[src/rtl/keyprt_host_seq.sv]
// Host-side sequencer that presses keys and pops printer FIFO entries on an
// MCS-4 keyboard/printer port by driving timed command words.
module keyprt_host_seq #(
  parameter int unsigned KEY_HOLD_CYC = 50000,
  parameter int unsigned KEY_GAP_CYC  = 50000,
  parameter int unsigned POP_WAIT_CYC = 4,
  parameter int unsigned POP_HOLD_CYC = 10000,
  parameter int unsigned POP_GAP_CYC  = 10000
) (
  input  logic        CLK,
  input  logic        RES_N,
  input  logic        KEY_REQ,
  input  logic [6:0]  KEY_CODE,
  input  logic        POP_REQ,
  output logic        RDY,
  output logic        KEY_DONE,
  output logic        POP_VALID,
  output logic        POP_EMPTY,
  output logic [3:0]  POP_ROW,
  output logic [16:0] POP_COL,
  output logic        POP_ERR,
  output logic [31:0] PORT_KEYPRT_CMD,
  input  logic [31:0] PORT_KEYPRT_RES
);

  // Counter reload values: a state lasting N cycles counts N-1 down to 0.
  localparam logic [19:0] KEY_HOLD_LD = 20'(KEY_HOLD_CYC - 1);
  localparam logic [19:0] KEY_GAP_LD  = 20'(KEY_GAP_CYC - 1);
  localparam logic [19:0] POP_HOLD_LD = 20'(POP_HOLD_CYC - 1);
  localparam logic [19:0] POP_GAP_LD  = 20'(POP_GAP_CYC - 1);
  // Counter value seen during POP_ON cycle number POP_WAIT_CYC (1-based).
  localparam logic [19:0] POP_CAP_CNT = 20'(POP_HOLD_CYC - POP_WAIT_CYC);

  localparam logic [31:0] CMD_RST  = 32'h0000_0000;
  localparam logic [31:0] CMD_IDLE = 32'h8000_0000;
  localparam logic [31:0] CMD_POP  = 32'h8000_8000;

  typedef enum logic [2:0] {
    RST_W,
    IDLE,
    KEY_ON,
    KEY_OFF,
    POP_ON,
    POP_OFF
  } state_t;

  state_t      state_q, state_d;
  logic [19:0] cnt_q, cnt_d;
  logic [31:0] cmd_q, cmd_d;
  logic        rdy_q, rdy_d;
  logic        pop_valid_q;
  logic        boot_q;
  logic        capture;

  // Next-state, counter and registered-output decode; the key code is held
  // in the command register itself, so no separate code latch is needed.
  always_comb begin
    state_d = state_q;
    cnt_d   = cnt_q;
    cmd_d   = cmd_q;
    rdy_d   = 1'b0;
    capture = 1'b0;
    case (state_q)
      RST_W: begin
        // boot_q delays the exit by one edge so RST_W spans a full cycle.
        if (boot_q) begin
          state_d = IDLE;
          cmd_d   = CMD_IDLE;
          cnt_d   = '0;
          rdy_d   = 1'b1;
        end
      end
      IDLE: begin
        rdy_d = 1'b1;
        if (KEY_REQ) begin
          state_d = KEY_ON;
          cmd_d   = {1'b1, 23'b0, 1'b1, KEY_CODE};
          cnt_d   = KEY_HOLD_LD;
          rdy_d   = 1'b0;
        end else if (POP_REQ) begin
          state_d = POP_ON;
          cmd_d   = CMD_POP;
          cnt_d   = POP_HOLD_LD;
          rdy_d   = 1'b0;
        end
      end
      KEY_ON: begin
        if (cnt_q == '0) begin
          state_d = KEY_OFF;
          cmd_d   = CMD_IDLE;
          cnt_d   = KEY_GAP_LD;
        end else begin
          cnt_d = cnt_q - 20'd1;
        end
      end
      KEY_OFF: begin
        if (cnt_q == '0) begin
          state_d = IDLE;
          rdy_d   = 1'b1;
        end else begin
          cnt_d = cnt_q - 20'd1;
        end
      end
      POP_ON: begin
        capture = (cnt_q == POP_CAP_CNT);
        if (cnt_q == '0) begin
          state_d = POP_OFF;
          cmd_d   = CMD_IDLE;
          cnt_d   = POP_GAP_LD;
        end else begin
          cnt_d = cnt_q - 20'd1;
        end
      end
      POP_OFF: begin
        if (cnt_q == '0) begin
          state_d = IDLE;
          rdy_d   = 1'b1;
        end else begin
          cnt_d = cnt_q - 20'd1;
        end
      end
      default: begin
        state_d = RST_W;
        cmd_d   = CMD_RST;
        cnt_d   = '0;
      end
    endcase
  end

  // State register with counter, command, ready and the POP_VALID pulse.
  always_ff @(posedge CLK or negedge RES_N) begin
    if (!RES_N) begin
      state_q     <= RST_W;
      cnt_q       <= '0;
      cmd_q       <= CMD_RST;
      rdy_q       <= 1'b0;
      pop_valid_q <= 1'b0;
      boot_q      <= 1'b0;
    end else begin
      state_q     <= state_d;
      cnt_q       <= cnt_d;
      cmd_q       <= cmd_d;
      rdy_q       <= rdy_d;
      pop_valid_q <= capture;
      boot_q      <= 1'b1;
    end
  end

  // Captured POP response fields, held until the next capture.
  always_ff @(posedge CLK or negedge RES_N) begin
    if (!RES_N) begin
      POP_EMPTY <= 1'b1;
      POP_ROW   <= '0;
      POP_COL   <= '0;
      POP_ERR   <= 1'b0;
    end else if (capture) begin
      POP_EMPTY <= ~PORT_KEYPRT_RES[0];
      POP_ROW   <= PORT_KEYPRT_RES[13:10];
      POP_COL   <= PORT_KEYPRT_RES[30:14];
      POP_ERR   <= ~PORT_KEYPRT_RES[31];
    end
  end

  assign PORT_KEYPRT_CMD = cmd_q;
  assign RDY             = rdy_q;
  assign POP_VALID       = pop_valid_q;
  // KEY_DONE marks the last KEY_OFF cycle; reset leaves KEY_OFF, so an
  // aborted sequence never pulses it.
  assign KEY_DONE        = (state_q == KEY_OFF) && (cnt_q == '0);

endmodule

[config.mk]
export PLATFORM = sky130hd
export DESIGN_NAME = keyprt_host_seq
export DESIGN_NICKNAME = d
export VERILOG_FILES = /design/src/rtl/keyprt_host_seq.sv
export SDC_FILE = /design/constraint.sdc
export NUM_CORES = 1
export LEC_CHECK = 0
export CAP_MARGIN = 20
export CORE_MARGIN = 4
export CORE_UTILIZATION = 51
export CTS_CLUSTER_SIZE = 10
export DETAILED_ROUTE_END_ITERATION = 8
export GPL_ROUTABILITY_DRIVEN = 0
export GPL_TIMING_DRIVEN = 0
export PLACE_DENSITY = 0.84
export SYNTH_ARGS = -nofsm -noshare
export SYNTH_HDL_FRONTEND = slang
export SYNTH_SLANG_ARGS = --single-unit
export TNS_END_PERCENT = 1
[constraint.sdc]
create_clock -name CLK -period 6.7 [get_ports CLK]
set_clock_uncertainty 0.05 [all_clocks]
set_input_delay 1.005 -clock CLK [delete_from_list [all_inputs] [get_ports CLK]]
set_output_delay 1.005 -clock CLK [all_outputs]
set_load 0.1 [all_outputs]
After elaboration in Yosys (flattened, before gate mapping)
Cells that the tools add are included.
W data, S select, Z words.
Storage, ports and cells
  register bits after elaboration: 81
  logic and storage cells: 60
Operators by class
  $add $sub $neg: 1
  eq/ne operators: 13
  muxes and demuxes: 25
  bitwise operators: 3
  reductions and logical operators: 8
Operators by type and width (number)
  $mux W32: 4
  $pmux W32 S4: 1
  $mux W20: 6
  $pmux W20 S5: 1
  $eq A20 B14 Y1 const B: 1
  $logic_not A20 Y1: 1
  $sub A20 B1 Y20 const B: 1
  $mux W3: 6
  $pmux W3 S5: 1
  $ne A2 B2 Y1 const B: 4
  $eq A3 B2 Y1 const B: 2
  $eq A3 B3 Y1 const B: 2
  $mux W1: 5
  $reduce_and A5 Y1: 1
  $ne A2 B1 Y1 const B: 2
  $reduce_and A4 Y1: 1
  $reduce_or A2 Y1: 2
  $eq A3 B1 Y1 const B: 1
  $logic_not A3 Y1: 1
  $ne A3 B3 Y1 const B: 1
  $not A1 Y1: 3
  $pmux W1 S3: 1
  $reduce_and A3 Y1: 1
  $logic_and A1 B1 Y1: 1

Longest topological paths before layout
Gate-level depths: netlist of the first run.
  depth after elaboration: 4
  mapped depth: 9
  depth with buffers taken out: 7

Least setup slack after synthesis of the first run
OpenSTA, ideal clock, no wires.
  path type: register -> output
  from: register cnt_q[6]
  to: output port KEY_DONE
  arrival: 2.699 ns
  required time: 5.645 ns
  slack: 2.946 ns
  cell stages (with the launch flop): 6
  path buffers: 1
  path through: dfrtp_1 -> or4_1 -> buf_6 -> nor2_4 -> nand3_1 -> nor2_1
On the way
  longest elaborated chain between the ends: 2
Ends and longest elaborated chain
  from (decl): RTL line 48  | logic [19:0] cnt_q, cnt_d;
  from (signal assigned): RTL line 141  | cnt_q <= cnt_d;
  $logic_not A20 Y1: RTL line 169  | assign KEY_DONE = (state_q == KEY_OFF) && (cnt_q == '0);
  $logic_and A1 B1 Y1: RTL line 169
  to (decl): RTL line 16  | output logic KEY_DONE,
Every way passes these cells.

Worst setup path after layout of the first run
  from: register cnt_q[14]
  to: output port KEY_DONE
Same word-level chain as after synthesis.

==> metrics.txt, run 1 <==
status completed; I/O pins 101; TritonCTS clock tree built; ys flop type dfrtp_1; complex-gate fraction of the synthesized area 0.1797; Yosys warning count 0; sequential share of the synthesized area 0.4534; via total after detailed routing 3008; Max VDD drop 0.0003635 V; ANT nets after route 0; commonest non-fill, non-tap cells in the layout nand2_1 (79), clkdlybuf4s50_1 (68), dfrtp_1 (58), conb_1 (23), buf_4 (22); Syn Inst Count 354; GRT overflow 0; fin crit period 4.399 ns; hold_buf cts 0; Bufs on Longest Clock Path 2; row count 28; vias in the first global route 2685; Startpoint Class flip-flop; Fillers 467; PwrDens 437.4 nW/um^2; xor and xnor area share after synthesis 0.01612; Worst slew margin 0.3288; Critical Path Sink Type output pin; drt via density 5.612; DRC Markers 0; Clk pin slew, worst setup/hold paths 0.07 ns; Final Setup Violations 0; adder-cell share of the synthesized area 0.007678; Register Area 1478 um^2; post-synthesis mux area share 0; Die X-Extent 87.95 um; H-tree depth 3; Metal-1 WL 3517 um; setup TNS 0 ns; DP HPWL 6400 um; asr flop ratio synth 1.000; Met2 Wirelength 3803 um; initial DRC count 191; WL met3 985 um; Nets 501; Post-CTS Setup Inserts 0; final core occ 0.7182; RSZ-0062 raised after global routing no; TritonCTS Sinks 59; critical path type flip-flop to output pin; post_cts resized 0; worst-skew pair later-pin latency 0.34 ns; Slew @ Worst Pin 1.004 ns; top layer in use met4; dpl ws 2.725 ns; CP required 5.64 ns; Area Overhead vs Synth 33.55%; synthesized cell area 3259 um^2; share of post-route cells with drive strength above 1 0.1453; Hold Vio Cnt, Final 0; hold path depth 2; Hold Path Class flip-flop to flip-flop; CTS buffer count 9; hold wc startpoint POP_EMPTY; main combinational cell family by area after synthesis simple AND/OR/NAND/NOR gates; first-pass GRT wire length 13290 um; initial antenna violation count 0; max cap viols 0; Inserted Diodes 0; Post-synth EDFFs 0; I/O Buffers 69; drt pass-1 iters 5; maximum clock frequency 227.3 MHz; Placeable Area 6061 um^2; area of the multi-input gates 1546 um^2; largest net degree at the start of global routing 31; Final Max Slew Viols 0; worst r2r path cells 6; Leak 1.938 nW; Tot Pwr 1.904 mW; Max Fanout on Critical Path 7; Yosys reg bits 59; Total Wirelength 8552 um; gr usage total 0.2233; mean post-synth cell area 9.207 um^2; Initial Util 0.5378; post-synth cell types 62; RR Endpoint cnt_q[4]; r2r setup slk 4.14 ns; Worst EP arrival 3.34 ns; Die Y 87.95 um; DIE AREA 7734 um^2; worst r2r src cnt_q[14]; final worst setup slack 2.301 ns; hold endpoint POP_EMPTY; CTS root buffer clkbuf_8; crit share post-route 0.6566; commonest non-fill, non-tap cell in the layout nand2_1; Synth Area in Simple Gates 0.2445; routed len/inst 15.96 um
==> flip-flops by register name, summed over array words and instances (netlist names) <==
name and count:
cnt_q 20, POP_COL 17, PORT_KEYPRT_CMD 10, POP_ROW 4, state_q 3, POP_EMPTY 1
POP_ERR 1, POP_VALID 1, RDY 1, boot_q 1
==> worst max-delay path: stages, from the launching register on <==
cell and delay [ns]:
dfrtp_1 0.44, nor4_2 0.53, and4_1 0.26, clkbuf_1 0.28, nand3_1 0.21, nor2_1 0.15, clkdlybuf4s50_1 1.14
==> power breakdown <==
| part | internal, mW | switching (mW) |
|---|---|---|
| Combinational | 0.318 | 0.726 |
| Sequential | 0.439 | 0.0682 |
| Clock | 0.208 | 0.145 |
| Total | 0.965 | 0.939 |
==> synthesized netlist by cell type, types with 4 or more instances <==
cell type | number | area, um^2
o21ai_0 | 13 | 65.06
a21o_1 | 4 | 30.03
buf_2 | 8 | 40.04
a22o_1 | 8 | 70.07
nand3_1 | 8 | 40.04
buf_4 | 22 | 165.2
nand2_1 | 79 | 296.5
nor4_1 | 5 | 31.28
nor2_1 | 18 | 67.56
dfrtp_1 | 58 | 1451
buf_6 | 4 | 45.04
nor3_1 | 5 | 25.02
o21a_1 | 5 | 37.54
a21oi_1 | 7 | 35.03
o211ai_1 | 6 | 45.04
xor2_1 | 4 | 35.03
clkbuf_1 | 8 | 30.03
or4_1 | 5 | 37.54
o31ai_1 | 4 | 30.03
a31oi_1 | 4 | 25.02
o21ai_1 | 5 | 25.02
inv_1 | 7 | 26.28
nand4_1 | 5 | 31.28
==> worst max path at each step <==
stage,start,endpoint,slack [ns],depth (start not counted)
after floorplan,cnt_q[6],KEY_DONE,2.95,5
after global placement,cnt_q[14],KEY_DONE,2.71,6
after detailed placement,cnt_q[14],KEY_DONE,2.73,6
after CTS,cnt_q[14],KEY_DONE,2.35,6
after global routing,cnt_q[13],KEY_DONE,2.20,6
final,cnt_q[14],KEY_DONE,2.30,6
==> area by class of cell <==
| cell class | instances | area share |
|---|---|---|
| repair buffers | 70 | 0.1621 |
| inverters | 7 | 0.006036 |
| multi-input cells | 265 | 0.3553 |
| clock buffers | 9 | 0.02846 |
| clock inverters | 7 | 0.02098 |
| flip-flops and latches | 59 | 0.3395 |
| plain buffers | 44 | 0.06611 |
| well taps | 75 | 0.02156 |
==> cell families after synthesis <==
kind of cell,Yosys count
and+or+nand+nor,154
AOI/OAI and AO/OA,80
DFF,59
buffers and inverters,51
xor gates and xnor gates,6
adders and majority gates,2
other,2
==> metal layers <==
metal / GRT usage / vias to the layer above
met5: 0 / -
li1: - / 1419
met4: 0.08647 / 0
met2: 0.3479 / 191
met3: 0.05644 / 29
met1: 0.3005 / 1369
==> metrics by stage <==
step	instance area (um^2)	cells	hold WS [ns]
after floorplan	3338	375	0.4571
after global placement	4123	519	0.3981
after detailed placement	4138	520	0.4056
after CTS	4353	536	0.4194
after global routing	4353	536	0.4390
final	4353	536	0.4147
(Power assumes the default switching activity.)
==> inputs of run 2 (changes only) <==
Settings changed: CORE_UTILIZATION 51 to 47, PLACE_DENSITY 0.84 to 0.78.
Clock period 6.7 ns to 4.25 ns, I/O delays scaled along.
==> metrics.txt, run 2 (same netlist as run 1, synthesis figures left out) <==
post_cts resized 0 (unchanged); top layer in use met4; ANT nets after route 0 (unchanged); RSZ-0062 raised after global routing no; commonest non-fill, non-tap cell in the layout nand2_1; Critical Path Sink Type output pin; Hold WS 0.1928 ns (-0.2220 ns); hold_buf cts 0 (unchanged); worst-skew pair later-pin latency 0.34 ns (about the same); Worst EP arrival 3.38 ns (+0.04 ns); Leak 1.951 nW (+0.70%); TritonCTS Sinks 59 (unchanged); share of post-route cells with drive strength above 1 0.1453 (unchanged); Met2 Wirelength 3582 um (-5.8%); Die Y 91.28 um (+3.8%); drt via density 5.542 (-1.3%); Largest register FFs 20 (unchanged); Hold Vio Cnt, Final 0 (unchanged); CP required 3.56 ns (-2.08 ns); Worst slew margin 0.3304 (+0.001606); Post-CTS Setup Inserts 0 (unchanged); Placeable Area 6756 um^2 (+11%); Slew @ Worst Pin 1.001 ns (-0.002402 ns); initial DRC count 211 (+10%); TritonCTS clock tree built; Max Fanout on Critical Path 7 (unchanged); Area Overhead vs Synth 34.78%; status completed; maximum clock frequency 246.0 MHz; setup TNS 0 ns (unchanged); I/O Buffers 69 (unchanged); r2r setup slk 1.61 ns (-2.53 ns); Final Max Slew Viols 0 (unchanged); drt pass-1 iters 5 (unchanged); largest net degree at the start of global routing 42 (+35%); Total Wirelength 8336 um (-2.5%); Initial Util 0.4824 (-0.05537); row count 30 (+7.1%); Fillers 548 (+17%); vias in the first global route 2787 (+3.8%); Inserted Diodes 0 (unchanged); DIE AREA 8331 um^2 (+7.7%); Startpoint Class flip-flop; commonest non-fill, non-tap cells in the layout nand2_1 (79), clkdlybuf4s50_1 (68), dfrtp_1 (58), conb_1 (23), buf_4 (22); CTS buffer count 9 (unchanged); Bufs on Longest Clock Path 2 (unchanged); Metal-1 WL 3871 um (+10%); Final Setup Violations 0 (unchanged); Nets 501 (unchanged); routed len/inst 15.41 um (-3.4%); H-tree depth 3 (unchanged); max cap viols 0 (unchanged); fin crit period 4.065 ns; Hold Path Class input pin to async pin; Top reg by flops cnt_q; PwrDens 700.3 nW/um^2 (+60%); via total after detailed routing 2998 (-0.33%); Clk pin slew, worst setup/hold paths 0.07 ns (about the same); CTS root buffer clkbuf_8; Die X-Extent 91.28 um (+3.8%); crit share post-route 0.9566; DP HPWL 6168 um (-3.6%); first-pass GRT wire length 13620 um (+2.5%); gr usage total 0.2036 (-0.01968); DRC Markers 0 (unchanged); Max VDD drop 0.0004985 V (+37%); WL met3 670 um (-32%); initial antenna violation count 0 (unchanged); I/O pins 101 (unchanged); GRT overflow 0 (unchanged); critical path type flip-flop to output pin
==> run 2: changes by cell type in the layout (fill, tap and decap cells not counted), sizes merged <==
cell	previous run	this run
bufinv	2	3
clkbuf	17	18
clkinv	3	1
==> run 2: per-layer routing <==
metal / up-vias / track usage
met5: - / 0
met4: 0 / 0.08543
met3: 27 / 0.04971
met2: 169 / 0.2955
met1: 1384 / 0.2901
li1: 1418 / -
==> run 2: report_power, final <==
group	total (mW)	leakage, nW	switching, mW	internal, mW
clock	0.643	0.123	0.237	0.406
combinational	1.63	1.16	1.13	0.501
sequential	0.799	0.669	0.107	0.691
==> run 2: worst max-delay path, stage by stage (launching register included) <==
cell             delay, ns
dfrtp_1               0.42
inv_1                 0.13
ha_1                  0.19
nor2b_1               0.25
and4_1                0.22
clkbuf_1              0.33
nand3_1               0.21
nor2_1                0.15
clkdlybuf4s50_1       1.14
==> run 2: final cells by class <==
| class | count | area, um^2 | area share |
|---|---|---|---|
| clock buffers | 10 | 137.6 | 0.03133 |
| well taps | 80 | 100.1 | 0.02279 |
| multi-input cells | 265 | 1546 | 0.3520 |
| clock inverters | 6 | 111.4 | 0.02535 |
| repair buffers | 70 | 705.7 | 0.1606 |
| inverters | 7 | 26.28 | 0.005981 |
| flip-flops and latches | 59 | 1478 | 0.3364 |
| plain buffers | 44 | 287.8 | 0.06551 |
==> run 2: through the flow <==
step | cell area, um^2 | worst slack, ns | std cells | util | power, mW
2_1_floorplan | 3338 | 0.8637 | 375 | - | 2.033
3_3_place_gp | 4129 | 0.6571 | 524 | 0.6111 | 2.394
3_5_place_dp | 4144 | 0.6367 | 525 | 0.6133 | 2.418
4_1_cts | 4393 | 0.2523 | 541 | 0.6502 | 3.068
5_1_grt | 4393 | 0.02984 | 541 | 0.6502 | 3.234
6_report | 4393 | 0.1846 | 541 | 0.6502 | 3.077
==> run 2: worst paths after layout <==
kind                            startpoint            endpoint  depth (start not counted)
worst min register to register   POP_EMPTY           POP_EMPTY                          2
max in group asynchronous            RES_N           POP_EMPTY                          2
worst max-delay path              cnt_q[0]            KEY_DONE                          8
worst min-delay path                 RES_N  PORT_KEYPRT_CMD[1]                          1
min in group CLK                 POP_EMPTY           POP_EMPTY                          2
worst max register to register  state_q[0]           cnt_q[11]                          7
==> inputs of run 3 (changes only) <==
Settings changed: ABC_AREA set to 1, CORE_UTILIZATION 47 to 48, CTS_CLUSTER_SIZE 10 to unset, PLACE_DENSITY 0.78 to 0.79.
==> metrics.txt, run 3 <==
post_cts resized 0 (unchanged); Final Max Slew Viols 0 (unchanged); Hold WS 0.1984 ns (+0.005679 ns); DRC Markers 0 (unchanged); Hold Vio Cnt, Final 0 (unchanged); Leak 2.350 nW (+20%); gr usage total 0.2061 (+0.002465); Top reg by flops cnt_q; CTS root buffer clkbuf_8; sequential share of the synthesized area 0.4377 (-0.01563); TritonCTS Sinks 59 (unchanged); Max Fanout on Critical Path 6 (-1); worst r2r path cells 10 (+3); Bufs on Longest Clock Path 2 (unchanged); Clk pin slew, worst setup/hold paths 0.07 ns (about the same); hold_buf cts 0 (unchanged); commonest non-fill, non-tap cell in the layout nand2_1; top cells by area, synth dfrtp_1 (43%), nand2_1 (24%), buf_4 (5.6%); CP required 3.56 ns (about the same); maximum clock frequency 278.9 MHz (+13%); Nets 615 (+23%); vias in the first global route 3052 (+9.5%); commonest non-fill, non-tap cells in the layout nand2_1 (216), clkdlybuf4s50_1 (68), dfrtp_1 (58), nor2_1 (41), inv_1 (32); max cap viols 0 (unchanged); Inserted Diodes 0 (unchanged); DIE AREA 8438 um^2 (+1.3%); row count 30 (unchanged); mean post-synth cell area 7.213 um^2 (-22%); Die Y 91.86 um (+0.64%); worst r2r src cnt_q[0]; Startpoint Class flip-flop; crit share post-route 0.8436 (-0.1130); initial antenna violation count 0 (unchanged); H-tree depth 3 (unchanged); ys flop type dfrtp_1; most frequent cell after synthesis nand2_1; share of post-route cells with drive strength above 1 0.1322 (-0.01316); Yosys warning count 0 (unchanged); critical path type flip-flop to output pin; PwrDens 687.2 nW/um^2 (-1.9%); Syn Inst Count 468 (+32%); asr flop ratio synth 1.000 (unchanged); largest net degree at the start of global routing 42 (unchanged); TritonCTS clock tree built; Total Wirelength 8231 um (-1.3%); synthesized cell area 3376 um^2 (+3.6%); drt pass-1 iters 5 (unchanged); Synth top area share 0.4299 (-0.01535); Die X-Extent 91.86 um (+0.64%); status completed; Area Overhead vs Synth 32.54%; Slew @ Worst Pin 1.015 ns (+0.01359 ns); GRT overflow 0 (unchanged); RR Endpoint cnt_q[10]; DP HPWL 6157 um (-0.18%); via total after detailed routing 3192 (+6.5%); Placeable Area 6832 um^2 (+1.1%); CTS buffer count 9 (unchanged); Post-CTS Setup Inserts 0 (unchanged); fin crit period 3.585 ns (-0.4802 ns); setup TNS 0 ns (unchanged); Final Setup Violations 0 (unchanged); Worst slew margin 0.3213 (-0.009088); initial DRC count 170 (-19%); I/O pins 101 (unchanged); Post-synth EDFFs 0 (unchanged); Yosys reg bits 59 (unchanged); Max VDD drop 0.0004636 V (-7.0%); Largest register FFs 20 (unchanged); Worst EP arrival 2.90 ns (-0.48 ns); routed len/inst 12.27 um (-20%); post-synth cell types 29 (-53%); I/O Buffers 69 (unchanged); cell taking the most area after synthesis dfrtp_1; drt via density 4.757 (-14%); first-pass GRT wire length 13900 um (+2.0%); Commonest cells post-synth nand2_1 (216), dfrtp_1 (58), nor2_1 (41); worst-skew pair later-pin latency 0.34 ns (about the same); RSZ-0062 raised after global routing no; Hold Path Class input pin to async pin; Initial Util 0.4941 (+0.01173); Critical Path Sink Type output pin; ANT nets after route 0 (unchanged); r2r setup slk 2.28 ns (+0.67 ns)
==> run 3: cell types whose count changed in the layout (fill, tap and decap cells not counted), sizes merged, moves of 10 or more <==
cell / before / now
nor2: 19 / 51
nor4: 10 / 0
nand3: 8 / 31
inv: 8 / 40
nand2: 79 / 221
o21ai: 18 / 8
==> run 3: logic make-up (layout without fill, tap and decap cells) <==
group	count (synthesis)	count (layout)	share of synthesized area
other	2	23	0.002225
AO/OA/AOI/OAI	13	13	0.02187
flip-flops	59	59	0.4377
XOR/XNOR	6	6	0.01557
AND/OR/NAND/NOR	317	317	0.4055
adder cells (fa/ha/maj)	2	2	0.007412
buffers and inverters	69	155	0.1097
==> run 3: where the power goes <==
| group | switching (mW) | internal, mW | total [mW] |
|---|---|---|---|
| Combinational | 1.26 | 0.487 | 1.75 |
| Sequential | 0.128 | 0.688 | 0.817 |
| Clock | 0.227 | 0.284 | 0.511 |
| Total | 1.62 | 1.46 | 3.07 |
==> run 3: worst max-delay path, stage by stage (launching register included) <==
cell and delay (ns):
dfrtp_1 0.39, inv_1 0.17, ha_1 0.28, nand2_1 0.12, nor2_4 0.16, nand3_2 0.18
nor2_1 0.13, clkdlybuf4s50_1 1.14
==> run 3: how the worst max path moves through the flow <==
stage                       end  slack, ns     start  depth (start not counted)
global route           KEY_DONE       0.54  cnt_q[0]                          7
CTS                    KEY_DONE       0.67  cnt_q[0]                          7
finish                 KEY_DONE       0.66  cnt_q[0]                          7
floorplan              KEY_DONE       1.24  cnt_q[0]                          6
detailed placement     KEY_DONE       1.05  cnt_q[0]                          7
global placement    POP_COL[10]       0.59     RES_N                          1
==> run 3: per-stage QoR <==
stage	cells	util	cell area [um^2]	worst slack (ns)	total power, mW
after floorplan	489	-	3455	1.240	2.164
after global placement	654	0.6244	4265	0.5911	2.512
after detailed placement	655	0.6266	4280	1.047	2.558
after CTS	671	0.6549	4474	0.6704	3.077
after global routing	671	0.6549	4474	0.5365	3.309
final	671	0.6549	4474	0.6648	3.075
==> run 3: layer usage <==
metal	global-route usage	vias up	routed length (um)
met1	0.2484	1443	3287
li1	-	1598	-
met2	0.3279	135	3880
met4	0.08663	0	138
met5	0	-	0
met3	0.08121	16	924
==> run 3: area by class of cell <==
class	instances	area, um^2
clock buffer	11	141.4
inverter	40	150.1
clock inverter	5	52.55
multi-input combinational	361	1607
tap	96	120.1
timing repair buffer	70	705.7
sequential	59	1478
fill	588	2357
buffer	29	220.2
